--- config.mk ---
export PLATFORM = sky130hd
export DESIGN_NAME = serial_alu_seq_flat
export DESIGN_NICKNAME = d
export VERILOG_FILES = /design/src/rtl/serial_alu_seq_if.sv /design/src/rtl/serial_alu_seq.sv /design/src/flat_wrapper.sv
export SDC_FILE = /design/constraint.sdc
export NUM_CORES = 1
export LEC_CHECK = 0
export ABC_AREA = 1
export CORE_MARGIN = 2
export CORE_UTILIZATION = 40
export DETAILED_ROUTE_END_ITERATION = 8
export PLACE_DENSITY = 0.66
export SKIP_LAST_GASP = 1
export SLEW_MARGIN = 25
export SYNTH_ARGS = -nofsm -noshare
export SYNTH_HDL_FRONTEND = slang
export SYNTH_SLANG_ARGS = --single-unit
--- constraint.sdc ---
create_clock -name clk -period 1.45 [get_ports clk]
set_input_delay 0.145 -clock clk [delete_from_list [all_inputs] [get_ports clk]]
set_output_delay 0.145 -clock clk [all_outputs]
set_load 0.05 [all_outputs]
--- src/rtl/serial_alu_seq_if.sv ---
// Request/response bundle of the bit-serial ALU sequencer.
// The requester drives the operation inputs; the sequencer returns status, result and flags.
interface serial_alu_seq_if #(
    parameter int WIDTH = 8
);
    logic             start;
    logic [2:0]       opsel;
    logic [WIDTH-1:0] a;
    logic [WIDTH-1:0] b;
    logic             cin;
    logic             ready;
    logic             done;
    logic [WIDTH-1:0] result;
    logic             cout;
    logic             ovf;
    logic             zero;
    logic             err;

    modport master (
        output start, opsel, a, b, cin,
        input  ready, done, result, cout, ovf, zero, err
    );

    modport slave (
        input  start, opsel, a, b, cin,
        output ready, done, result, cout, ovf, zero, err
    );
endinterface

--- src/rtl/serial_alu_seq.sv ---
// Bit-serial ALU sequencer: one full-adder slice, one bit per clock, LSB first.
// The carry is fed back to the slice; result and flags update at the end of the run.
module serial_alu_seq #(
    parameter int WIDTH = 8,
    parameter int CW    = $clog2(WIDTH)
) (
    input logic              clk,
    input logic              rst,
    serial_alu_seq_if.slave  bus
);
    typedef enum logic [1:0] {S_IDLE, S_RUN, S_DONE} state_t;

    state_t           r_state;
    state_t           w_state_nxt;
    logic [WIDTH-1:0] r_a;
    logic [WIDTH-1:0] r_bop;
    logic [WIDTH-1:0] r_sh;
    logic [CW-1:0]    r_cnt;
    logic             r_carry;
    logic [WIDTH-1:0] r_result;
    logic             r_cout;
    logic             r_ovf;
    logic             r_zero;
    logic             r_err;

    logic [WIDTH-1:0] w_bop;
    logic             w_c0;
    logic             w_legal;
    logic             w_accept;
    logic             w_reject;
    logic             w_last;
    logic             w_sum;
    logic             w_cnext;
    logic [WIDTH-1:0] w_sh_nxt;

    // Operand conditioning: b is pre-transformed once at acceptance
    always_comb begin
        w_bop   = bus.b;
        w_c0    = 1'b0;
        w_legal = 1'b1;
        case (bus.opsel)
            3'b000: begin w_bop = bus.b;           w_c0 = 1'b0;    end
            3'b001: begin w_bop = ~bus.b;          w_c0 = 1'b1;    end
            3'b011: begin w_bop = ~bus.b;          w_c0 = 1'b0;    end
            3'b100: begin w_bop = '0;              w_c0 = 1'b1;    end
            3'b101: begin w_bop = '1;              w_c0 = 1'b0;    end
            3'b110: begin w_bop = bus.b;           w_c0 = bus.cin; end
            default: begin w_bop = '0;             w_c0 = 1'b0; w_legal = 1'b0; end
        endcase
    end

    assign w_last   = (r_cnt == CW'(WIDTH - 1));
    assign w_sum    = r_a[0] ^ r_bop[0] ^ r_carry;
    assign w_cnext  = (r_a[0] & r_bop[0]) | (r_a[0] & r_carry) | (r_bop[0] & r_carry);
    assign w_sh_nxt = {w_sum, r_sh[WIDTH-1:1]};

    always_comb begin
        w_state_nxt = r_state;
        w_accept    = 1'b0;
        w_reject    = 1'b0;
        case (r_state)
            S_IDLE: begin
                if (bus.start && w_legal) begin
                    w_accept    = 1'b1;
                    w_state_nxt = S_RUN;
                end else if (bus.start) begin
                    w_reject    = 1'b1;
                end
            end
            S_RUN:   if (w_last) w_state_nxt = S_DONE;
            S_DONE:  w_state_nxt = S_IDLE;
            default: w_state_nxt = S_IDLE;
        endcase
    end

    always_ff @(posedge clk) begin
        if (rst) r_state <= S_IDLE;
        else     r_state <= w_state_nxt;
    end

    // Operand shifters carry no reset: they are always loaded before use
    always_ff @(posedge clk) begin
        if (w_accept) begin
            r_a   <= bus.a;
            r_bop <= w_bop;
        end else if (r_state == S_RUN) begin
            r_a   <= r_a >> 1;
            r_bop <= r_bop >> 1;
            r_sh  <= w_sh_nxt;
        end
    end

    always_ff @(posedge clk) begin
        if (rst) begin
            r_cnt    <= '0;
            r_carry  <= 1'b0;
            r_result <= '0;
            r_cout   <= 1'b0;
            r_ovf    <= 1'b0;
            r_zero   <= 1'b0;
            r_err    <= 1'b0;
        end else begin
            r_err <= w_reject;
            if (w_accept) begin
                r_carry <= w_c0;
                r_cnt   <= '0;
            end else if (r_state == S_RUN) begin
                r_carry <= w_cnext;
                if (w_last) begin
                    // r_carry here is the carry into the MSB
                    r_cnt    <= '0;
                    r_result <= w_sh_nxt;
                    r_cout   <= w_cnext;
                    r_ovf    <= r_carry ^ w_cnext;
                    r_zero   <= (w_sh_nxt == '0);
                end else begin
                    r_cnt <= r_cnt + 1'b1;
                end
            end
        end
    end

    assign bus.ready  = (r_state == S_IDLE);
    assign bus.done   = (r_state == S_DONE);
    assign bus.result = r_result;
    assign bus.cout   = r_cout;
    assign bus.ovf    = r_ovf;
    assign bus.zero   = r_zero;
    assign bus.err    = r_err;
endmodule

--- src/flat_wrapper.sv ---
// flat-port wrapper written by rule: the top's interface ports become plain ports
module serial_alu_seq_flat 
#(
    parameter int WIDTH = 8,
    parameter int CW    = $clog2(WIDTH)
)
  (clk, rst, bus_start, bus_opsel, bus_a, bus_b, bus_cin, bus_ready, bus_done, bus_result, bus_cout, bus_ovf, bus_zero, bus_err);
  serial_alu_seq_if #(.WIDTH(WIDTH)) bus_i ();
  input logic clk;
  input logic rst;
  input wire logic [$bits(bus_i.start)-1:0] bus_start;
  input wire logic [$bits(bus_i.opsel)-1:0] bus_opsel;
  input wire logic [$bits(bus_i.a)-1:0] bus_a;
  input wire logic [$bits(bus_i.b)-1:0] bus_b;
  input wire logic [$bits(bus_i.cin)-1:0] bus_cin;
  output wire logic [$bits(bus_i.ready)-1:0] bus_ready;
  output wire logic [$bits(bus_i.done)-1:0] bus_done;
  output wire logic [$bits(bus_i.result)-1:0] bus_result;
  output wire logic [$bits(bus_i.cout)-1:0] bus_cout;
  output wire logic [$bits(bus_i.ovf)-1:0] bus_ovf;
  output wire logic [$bits(bus_i.zero)-1:0] bus_zero;
  output wire logic [$bits(bus_i.err)-1:0] bus_err;
  assign bus_i.start = bus_start;
  assign bus_i.opsel = bus_opsel;
  assign bus_i.a = bus_a;
  assign bus_i.b = bus_b;
  assign bus_i.cin = bus_cin;
  assign bus_ready = bus_i.ready;
  assign bus_done = bus_i.done;
  assign bus_result = bus_i.result;
  assign bus_cout = bus_i.cout;
  assign bus_ovf = bus_i.ovf;
  assign bus_zero = bus_i.zero;
  assign bus_err = bus_i.err;
  serial_alu_seq #(.WIDTH(WIDTH), .CW(CW)) u_core (.clk(clk), .rst(rst), .bus(bus_i));
endmodule
==> run_results.csv, run 1 <==
group,metric,value,unit
setup_path,path_depth,7,
cts,cts_tree,"done",
finish,fin_area,2510,um2
setup_path,r2r_setup_slack,90,ps
finish,diodes,0,
placement,port_buffers,36,
finish,drive_gt1_frac,0.281,
finish,num-fill-cells,401,
finish,syn2layout_area_growth,36.7,%
power_and_ir_drop,total_power,2.73,mW
floorplan,start_util,0.419,
floorplan,die_h,71.8,um
sta,rsz0062_at_grt,"true",
global_route,grt_overflow_total,0,
cts,cts_hold_buf,0,
sta,hold_viol_final,0,
setup_path,critPathTopFamily,"flip-flops",
power_and_ir_drop,intPower,2.07,mW
setup_path,slowest_stage,"dfxtp_2",
sta,slew_headroom,0.818,
power_and_ir_drop,cellLeakagePower,1.06,nW
setup_path,slowest_delay,350,ps
sta,min_period,1360,ps
sta,tightest_slew,272,ps
placement,place_congestion,0.778,
floorplan,io_pins,37,
floorplan,fp.dieW,71.8,um
setup_path,required,1690,ps
finish,final_nets,285,
power_and_ir_drop,pwr-share-comb,0.154,
synth,avgSynthCellArea,9.10,um2
drt,wl_per_cell,11.0,um
sta,fmax,736,MHz
cts,cts_inserted_buffers,5,
setup_path,worstSetupEndpoint,"u_core.bus.zero$_SDFFE_PP0P_",
power_and_ir_drop,clockPowerShare,0.341,
global_route,grt_pass1_wl,5870,um
finish,stdcell_count,312,
cts,insertion_delay,300,ps
synth,netlist_area,1840,um2
synth,synth.yosys.seq_area_share,0.572,
job,maxCapViolCount,0,
sta,finalSetupTns,0,ps
global_route,grt_max_degree,17,
drt,drtPass1Iterations,4,
setup_path,worstPathCellList,"ha_1, ha_1, nand2_2, buf_4, nor2_1, nand3b_1, a21oi_1",
setup_path,cp-start-kind,"register",
setup_path,crit_type,"reg -> reg",
synth,synth_cells,202,
finish,seqCellArea,1050,um2
hold_path,hp-class,"in -> reg",
power_and_ir_drop,ir_worst_vdd,0.452,mV
power_and_ir_drop,netSwitchingFraction,0.243,
cts,cts_root_buffer,"clkbuf_8",
global_route,grt_pass1_vias,1317,
floorplan,core_area,4380,um2
cts,clockBufferDepth,2,
synth,ys_ff_latch,41,
floorplan,dieArea,5150,um2
cts,clk_pin_slew_worst_paths,90,ps
power_and_ir_drop,seq_power_share,0.505,
sta,slew_viol_final,0,
synth,yosysWarningCount,0,
drt,vias,1477,
setup_path,r2r-start,"u_core.r_cnt[0]$_SDFFE_PP0P_",
sta,setup_violations,0,
placement,hpwl,2530,um
setup_path,r2r_cells,7,
synth,syn_nets,228,
global_route,antenna_found_initial,0,
global_route,track_usage,0.144,
setup_path,path_max_fanout,8,
setup_path,critPathBufInv,1,
finish,multiInputGateArea,711,um2
drt,vias_per_cell,4.73,
cts,cts.sinks,41,
floorplan,num_rows,24,
power_and_ir_drop,power_density,1090,nW/um2
setup_path,setup.worst_path.start,"u_core.r_cnt[0]$_SDFFE_PP0P_",
setup_path,cp_common_cell,"ha_1",
synth,ys_types,28,
sta,fin_crit_sh,0.937,
placement,dp.cells,304,
setup_path,cp_data_arrival_time,1590,ps
setup_path,rr_endpoint,"u_core.bus.zero$_SDFFE_PP0P_",
power_and_ir_drop,p_switching,664,uW
placement,dpl-instance-area,2390,um2
status,status,"complete, no violations",
drt,dr.first_iter.drc_count,91,
drt,drc,0,
drt,drt_wl_total,3420,um
sta,fin_worst_skew,9.94,ps
setup_path,endpoint_kind,"register",
cts,h-tree-depth,2,
drt,ant_nets,0,
## worst register-to-register path, cell delays in order, from the launching register on
cell,delay [ps]
dfxtp_2,350
ha_1,160
ha_1,190
nand2_2,100
buf_4,180
nor2_1,130
nand3b_1,90
a21oi_1,110
## per-stage QoR
step	hold slack [ps]	worst slack, ps	utilization
after CTS	412	21.5	0.570
after floorplan	218	35.3	-
final	432	91.1	0.573
after global routing	439	-30.4	0.573
after detailed placement	454	-130	0.545
after global placement	449	-110	0.545
## state kept, by name, indices dropped and copies added, names as in the netlist
signal and count:
u_core.r_cnt 3, u_core.r_a 8, u_core.r_state 2, u_core.r_carry 1, u_core.bus.cout 1, u_core.bus.err 1, u_core.r_sh 7, u_core.bus.ovf 1
u_core.bus.zero 1, u_core.bus.result 8, u_core.r_bop 8
## cells in the mapped netlist
| cell | instances | share of area |
|---|---|---|
| nand3_1 | 4 | 0.011 |
| ha_1 | 2 | 0.014 |
| o21ai_1 | 1 | 0.0027 |
| buf_6 | 2 | 0.012 |
| nor2_4 | 1 | 0.0061 |
| dfxtp_1 | 18 | 0.20 |
| a21oi_2 | 7 | 0.033 |
| edfxtp_1 | 23 | 0.38 |
| or2_1 | 3 | 0.010 |
| fa_1 | 1 | 0.011 |
| inv_1 | 8 | 0.016 |
| nor3_1 | 1 | 0.0027 |
| nor2_2 | 5 | 0.017 |
| nor2_1 | 17 | 0.035 |
| buf_2 | 2 | 0.0054 |
| nand2_2 | 3 | 0.010 |
| or2_2 | 4 | 0.014 |
| o21ai_0 | 3 | 0.0082 |
| nand3_2 | 1 | 0.0054 |
| xnor2_1 | 1 | 0.0048 |
| inv_2 | 5 | 0.010 |
| o21a_1 | 1 | 0.0041 |
| nor4_1 | 1 | 0.0034 |
| clkbuf_1 | 1 | 0.0020 |
| nand2_1 | 70 | 0.14 |
| nand3b_1 | 1 | 0.0041 |
| clkinv_1 | 1 | 0.0020 |
| a21oi_1 | 15 | 0.041 |
## how the worst min path moves through the flow
| stage | from | to | slack (ps) | cells after the start |
|---|---|---|---|---|
| final | bus_start | u_core.bus.err$_SDFF_PP0_ | 430 | 3 |
| after CTS | bus_start | u_core.bus.err$_SDFF_PP0_ | 410 | 3 |
| after global placement | u_core.bus.result[3]$_SDFFE_PP0P_ | u_core.bus.result[3]$_SDFFE_PP0P_ | 450 | 2 |
| after detailed placement | u_core.bus.result[3]$_SDFFE_PP0P_ | u_core.bus.result[3]$_SDFFE_PP0P_ | 450 | 2 |
| after floorplan | rst | u_core.r_state[1]$_SDFFE_PP0P_ | 220 | 1 |
| after global routing | bus_start | u_core.bus.err$_SDFF_PP0_ | 440 | 3 |
## layout by cell type, fill, tap and decap left out, types with 2 or more instances in the layout
master	count
a21oi_1	15
a21oi_2	7
buf_12	4
buf_4	29
clkbuf_8	5
clkdlybuf4s50_1	22
dfxtp_1	17
edfxtp_1	23
ha_1	2
inv_1	8
inv_2	6
nand2_1	68
nand2_2	5
nand3_1	4
nor2_1	16
nor2_2	6
o21ai_0	3
or2_1	3
or2_2	4
## logic make-up (layout without fill, tap and decap cells)
group | count (synthesis) | in the layout | synth area share
DFF | 41 | 41 | 0.572
adders and majority gates | 3 | 3 | 0.0245
buffers and inverters | 19 | 77 | 0.0483
xor gates and xnor gates | 1 | 1 | 0.00477
AOI/OAI and AO/OA | 27 | 27 | 0.0892
and+or+nand+nor | 111 | 111 | 0.261
## routing by layer
layer | track usage | vias to the layer above | wire length [um]
li1 | - | 766 | -
met1 | 0.191 | 667 | 1670
met2 | 0.231 | 39 | 1510
met3 | 0.0408 | 5 | 200
met4 | 0.0440 | 0 | 35
met5 | 0 | - | 0
## repair_timing
| item | 4_1_cts | 5_1_grt |
|---|---|---|
| resized for setup | 0 | 5 |
| endpoints found under the setup margin | 0 | 14 |
| buffers inserted | 0 | 0 |
## layout make-up
| class | instances | area share |
|---|---|---|
| Clock buffer | 5 | 0.0274 |
| Clock inverter | 3 | 0.0179 |
| Inverter | 14 | 0.0209 |
| Multi-Input combinational cell | 142 | 0.283 |
| Sequential cell | 41 | 0.419 |
| Tap cell | 52 | 0.0259 |
| Timing Repair Buffer | 55 | 0.206 |
## power by group through the flow
stage               Clock, mW  Combinational (mW)  Sequential [mW]
global placement            0               0.418             1.41
floorplan                   0               0.232             1.40
finish                  0.931               0.421             1.38
global route            0.992               0.471             1.39
detailed placement          0               0.422             1.41
CTS                     0.950               0.424             1.38
Note: power is estimated with default switching activity, not from simulation.
==> run 2, diff against run 1 <==
- PLACE_DENSITY: 0.66 -> not set
- PLACE_DENSITY_LB_ADDON: not set -> 0.2
==> run_results.csv, run 2 (synthesis gave the netlist of run 1 again) <==
group,metric,value,unit
status,status,"complete, no violations",
floorplan,die_h,71.8,um
global_route,gr-usage-met1,0.197,
floorplan,num_rows,24,
global_route,grt_pass1_vias,1411,
power_and_ir_drop,power_density,1020,nW/um2
global_route,grt_overflow_total,0,
finish,fin_area,2500,um2
placement,place_congestion,0.732,
power_and_ir_drop,intPower,1.89,mW
cts,h-tree-depth,2,
cts,cts_tree,"done",
sta,fin_crit_sh,0.943,
finish,seqCellArea,1050,um2
setup_path,slowest_delay,520,ps
placement,dpl-instance-area,2370,um2
floorplan,core_area,4380,um2
power_and_ir_drop,cellLeakagePower,1.05,nW
drt,dr.first_iter.drc_count,53,
setup_path,critPathBufInv,0,
setup_path,crit_type,"reg -> reg",
setup_path,r2r_cells,4,
sta,hold_viol_final,0,
setup_path,setup.worst_path.start,"u_core.r_bop[0]$_DFFE_PP_",
cts,cts.sinks,41,
drt,vias_per_cell,4.66,
sta,tightest_slew,287,ps
setup_path,critPathTopFamily,"adder cells",
setup_path,cp-start-kind,"register",
power_and_ir_drop,netSwitchingFraction,0.258,
global_route,track_usage,0.151,
sta,fin_worst_skew,6.02,ps
job,maxCapViolCount,0,
setup_path,cp_data_arrival_time,1600,ps
cts,cts_root_buffer,"clkbuf_8",
global_route,grt_pass1_wl,6130,um
drt,drc,0,
power_and_ir_drop,p_switching,657,uW
global_route,grt_max_degree,14,
cts,clockBufferDepth,2,
floorplan,start_util,0.419,
sta,rsz0062_at_grt,"true",
drt,drt_wl_total,3460,um
drt,ant_nets,0,
finish,multiInputGateArea,726,um2
floorplan,dieArea,5150,um2
global_route,top_usage_layer,"met2",
floorplan,io_pins,37,
setup_path,r2r-start,"u_core.r_bop[0]$_DFFE_PP_",
cts,insertion_delay,290,ps
placement,hpwl,2580,um
global_route,antenna_found_initial,0,
hold_path,hp-class,"in -> reg",
finish,drive_gt1_frac,0.295,
finish,syn2layout_area_growth,36.1,%
sta,fmax,731,MHz
sta,slew_viol_final,0,
finish,layout_common_cells,"nand2_1 (68), buf_4 (30), edfxtp_1 (23)",
cts,clk_pin_slew_worst_paths,80,ps
setup_path,slowest_stage,"fa_1",
drt,wl_per_cell,11.1,um
finish,final_common_cell,"nand2_1",
global_route,met3_usage,0.0450,
setup_path,worstPathCellList,"fa_1, nor3_2, nand3b_1, a21oi_1",
placement,dp.cells,303,
cts,cts_inserted_buffers,5,
power_and_ir_drop,clockPowerShare,0.287,
sta,hold_ws,428,ps
setup_path,path_max_fanout,2,
finish,stdcell_count,313,
finish,diodes,0,
power_and_ir_drop,ir_worst_vdd,0.748,mV
setup_path,r2r_setup_slack,80,ps
sta,slew_headroom,0.808,
setup_path,worstSetupEndpoint,"u_core.bus.zero$_SDFFE_PP0P_",
power_and_ir_drop,seq_power_share,0.542,
placement,port_buffers,36,
setup_path,rr_endpoint,"u_core.bus.zero$_SDFFE_PP0P_",
power_and_ir_drop,pwr-share-comb,0.171,
setup_path,required,1680,ps
sta,min_period,1370,ps
sta,setup_violations,0,
finish,num-fill-cells,402,
setup_path,path_depth,4,
floorplan,fp.dieW,71.8,um
global_route,grtUsageMet2,0.237,
finish,final_nets,286,
drt,vias,1459,
drt,drtPass1Iterations,4,
setup_path,endpoint_kind,"register",
## run 2: cell count changes in the layout (fill, tap and decap cells not counted), moves of 2 or more
cell,previous run,this run
nor2_1,16,12
inv_2,6,4
nor2_2,6,10
clkinv_2,0,2
## run 2: how the worst min path moves through the flow
stage / start / to / slack [ps] / cells past startpoint
after floorplan: rst / u_core.r_state[1]$_SDFFE_PP0P_ / 220 / 1
after global placement: u_core.bus.result[2]$_SDFFE_PP0P_ / u_core.bus.result[2]$_SDFFE_PP0P_ / 450 / 2
after detailed placement: u_core.bus.result[3]$_SDFFE_PP0P_ / u_core.bus.result[3]$_SDFFE_PP0P_ / 450 / 2
after CTS: bus_start / u_core.bus.err$_SDFF_PP0_ / 410 / 3
after global routing: bus_start / u_core.bus.err$_SDFF_PP0_ / 460 / 3
final: bus_start / u_core.bus.err$_SDFF_PP0_ / 430 / 3
## run 2: tightest hold or removal path, cell delays in order
cell and delay (ps):
clkdlybuf4s50_1 400, inv_1 90, nor4_1 60
## run 2: stage by stage
stage | total power, mW | TNS, ps | utilization | setup WS [ps]
finish | 2.54 | 0 | 0.571 | 82.1
global route | 2.67 | -36.0 | 0.571 | -36.0
CTS | 2.56 | 0 | 0.560 | 5.02
detailed placement | 1.82 | -3800 | 0.540 | -171
global placement | 1.81 | -3020 | 0.540 | -129
floorplan | 1.63 | 0 | - | 35.3
## run 2: repair_timing
item / CTS / global route
pin swaps: 0 / 2
resized for setup: 1 / 11
hold buffers: 0 / 0
buffers inserted: 0 / 2
setup endpoints to repair: 9 / 11
## run 2: layer usage
layer	wire length, um	up-vias
met1	1680	654
met4	63	0
met2	1550	31
met3	174	7
met5	0	-
li1	-	767
## run 2: power groups by stage
stage	registers [mW]	logic (mW)	clock network, mW
floorplan	1.40	0.232	0
global placement	1.40	0.411	0
detailed placement	1.40	0.418	0
CTS	1.38	0.421	0.758
global route	1.39	0.488	0.794
finish	1.38	0.434	0.731
## run 2: final cells by class
| type | count | area share |
|---|---|---|
| multi-input combinational | 142 | 0.290 |
| timing repair buffer | 56 | 0.207 |
| sequential | 41 | 0.420 |
| tap | 52 | 0.0260 |
| clock buffer | 5 | 0.0275 |
| clock inverter | 3 | 0.00700 |
| inverter | 14 | 0.0230 |
==> run 3, diff against run 2 <==
- CORE_MARGIN: 2 -> 10
==> run_results.csv, run 3 (synthesis gave the netlist of run 1 again) <==
group,metric,value,unit
finish,final_nets,282,
hold_path,hp-start,"u_core.bus.result[2]$_SDFFE_PP0P_",
cts,clk_pin_slew_worst_paths,80,ps
global_route,grt_max_degree,15,
cts,cts_tree,"done",
cts,clockBufferDepth,2,
placement,dp.cells,301,
floorplan,start_util,0.416,
power_and_ir_drop,cellLeakagePower,1.05,nW
global_route,track_usage,0.102,
sta,setup_violations,0,
sta,finalSetupTns,0,ps
placement,port_buffers,36,
drt,dr.first_iter.drc_count,48,
finish,layout_common_cells,"nand2_1 (68), buf_4 (25), edfxtp_1 (23)",
cts,cts_hold_buf,0,
sta,rsz0062_at_grt,"true",
hold_path,min_to,"u_core.bus.result[2]$_SDFFE_PP0P_",
setup_path,cp_data_arrival_time,1630,ps
hold_path,hold_depth,2,
setup_path,r2r_cells,4,
drt,drc,0,
cts,h-tree-depth,2,
sta,slew_viol_final,0,
status,status,"complete, no violations",
global_route,grt_overflow_total,0,
power_and_ir_drop,power_density,1100,nW/um2
finish,diodes,0,
setup_path,path_max_fanout,2,
global_route,grt_pass1_vias,1472,
drt,vias,1445,
floorplan,num_rows,24,
cts,cts_setup_buffers,0,
placement,hpwl,2830,um
sta,fin_crit_sh,0.960,
setup_path,r2r-start,"u_core.r_a[0]$_DFFE_PP_",
setup_path,cp-start-kind,"register",
drt,ant_nets,0,
sta,slew_headroom,0.804,
hold_path,hp-class,"reg -> reg",
floorplan,die_h,87.8,um
sta,hold_ws,464,ps
finish,stdcell_count,309,
floorplan,fp.dieW,87.8,um
finish,num-fill-cells,407,
drt,wl_per_cell,11.9,um
floorplan,dieArea,7710,um2
cts,insertion_delay,300,ps
floorplan,io_pins,37,
finish,final_common_cell,"nand2_1",
job,maxCapViolCount,0,
sta,tightest_slew,294,ps
cts,cts.sinks,41,
drt,vias_per_cell,4.68,
setup_path,r2r_setup_slack,60,ps
sta,min_period,1390,ps
finish,drive_gt1_frac,0.280,
setup_path,endpoint_kind,"register",
global_route,grt_pass1_wl,6410,um
floorplan,core_area,4410,um2
sta,fmax,719,MHz
finish,syn2layout_area_growth,36.1,%
drt,drtPass1Iterations,4,
global_route,antenna_found_initial,0,
drt,drt_wl_total,3680,um
cts,cts_root_buffer,"clkbuf_8",
placement,place_congestion,0.727,
sta,hold_viol_final,0,
sta,fin_worst_skew,5.68,ps
cts,cts_inserted_buffers,5,
power_and_ir_drop,ir_worst_vdd,0.719,mV
setup_path,required,1690,ps
setup_path,rr_endpoint,"u_core.bus.zero$_SDFFE_PP0P_",
setup_path,crit_type,"reg -> reg",
[run 3: how the worst max path moves through the flow]
stage                                   startpoint                      endpoint  slack [ps]  cells after the start
global placement                      bus_opsel[2]     u_core.r_bop[5]$_DFFE_PP_        -140                      7
floorplan           u_core.r_state[0]$_SDFFE_PP0P_       u_core.r_a[0]$_DFFE_PP_          40                      6
detailed placement                    bus_opsel[0]     u_core.r_bop[4]$_DFFE_PP_        -190                      8
finish                     u_core.r_a[0]$_DFFE_PP_  u_core.bus.zero$_SDFFE_PP0P_          60                      4
CTS                      u_core.r_bop[0]$_DFFE_PP_  u_core.bus.zero$_SDFFE_PP0P_          20                      4
global route          u_core.r_cnt[0]$_SDFFE_PP0P_  u_core.bus.zero$_SDFFE_PP0P_         -20                      7
[run 3: critical path, stage by stage (launching register included)]
cell      delay, ps
edfxtp_1        400
fa_1            520
nor3_1          210
nand3b_1         90
a21oi_1         120
[run 3: area by class of cell]
| cell class | count | area, um2 | share of cell area |
|---|---|---|---|
| inverters | 14 | 53.8 | 0.0215 |
| well taps | 52 | 65.1 | 0.0260 |
| flip-flops and latches | 41 | 1050 | 0.421 |
| repair buffers | 52 | 499 | 0.200 |
| multi-input cells | 142 | 718 | 0.287 |
| clock inverters | 3 | 45.0 | 0.0180 |
| clock buffers | 5 | 68.8 | 0.0275 |
[run 3: power by group]
group	internal, mW	switching (mW)	total (mW)
clock network	0.517	0.418	0.935
logic	0.210	0.218	0.428
registers	1.34	0.0353	1.38
[run 3: timing repair]
item / 4_1_cts / 5_1_grt
cloned: 0 / 0
pin swaps: 0 / 3
endpoints found under the setup margin: 6 / 11
resized for setup: 1 / 8
[run 3: metrics by stage]
step	instance area, um2	worst slack, ps	utilization	total power, mW
global route	2500	-23.8	0.567	2.89
CTS	2480	18.7	0.562	2.77
global placement	2360	-144	0.536	1.82
floorplan	1840	35.3	-	1.63
detailed placement	2360	-186	0.536	1.83
finish	2500	58.3	0.567	2.74
[run 3: layer usage]
| layer | global-route usage | share of wire | routed length (um) | up-vias |
|---|---|---|---|---|
| met4 | 0.0435 | 0.016 | 59 | 0 |
| met2 | 0.165 | 0.47 | 1730 | 36 |
| met1 | 0.120 | 0.45 | 1650 | 643 |
| li1 | - | - | - | 759 |
| met3 | 0.0353 | 0.066 | 242 | 7 |
| met5 | 0 | 0 | 0 | - |
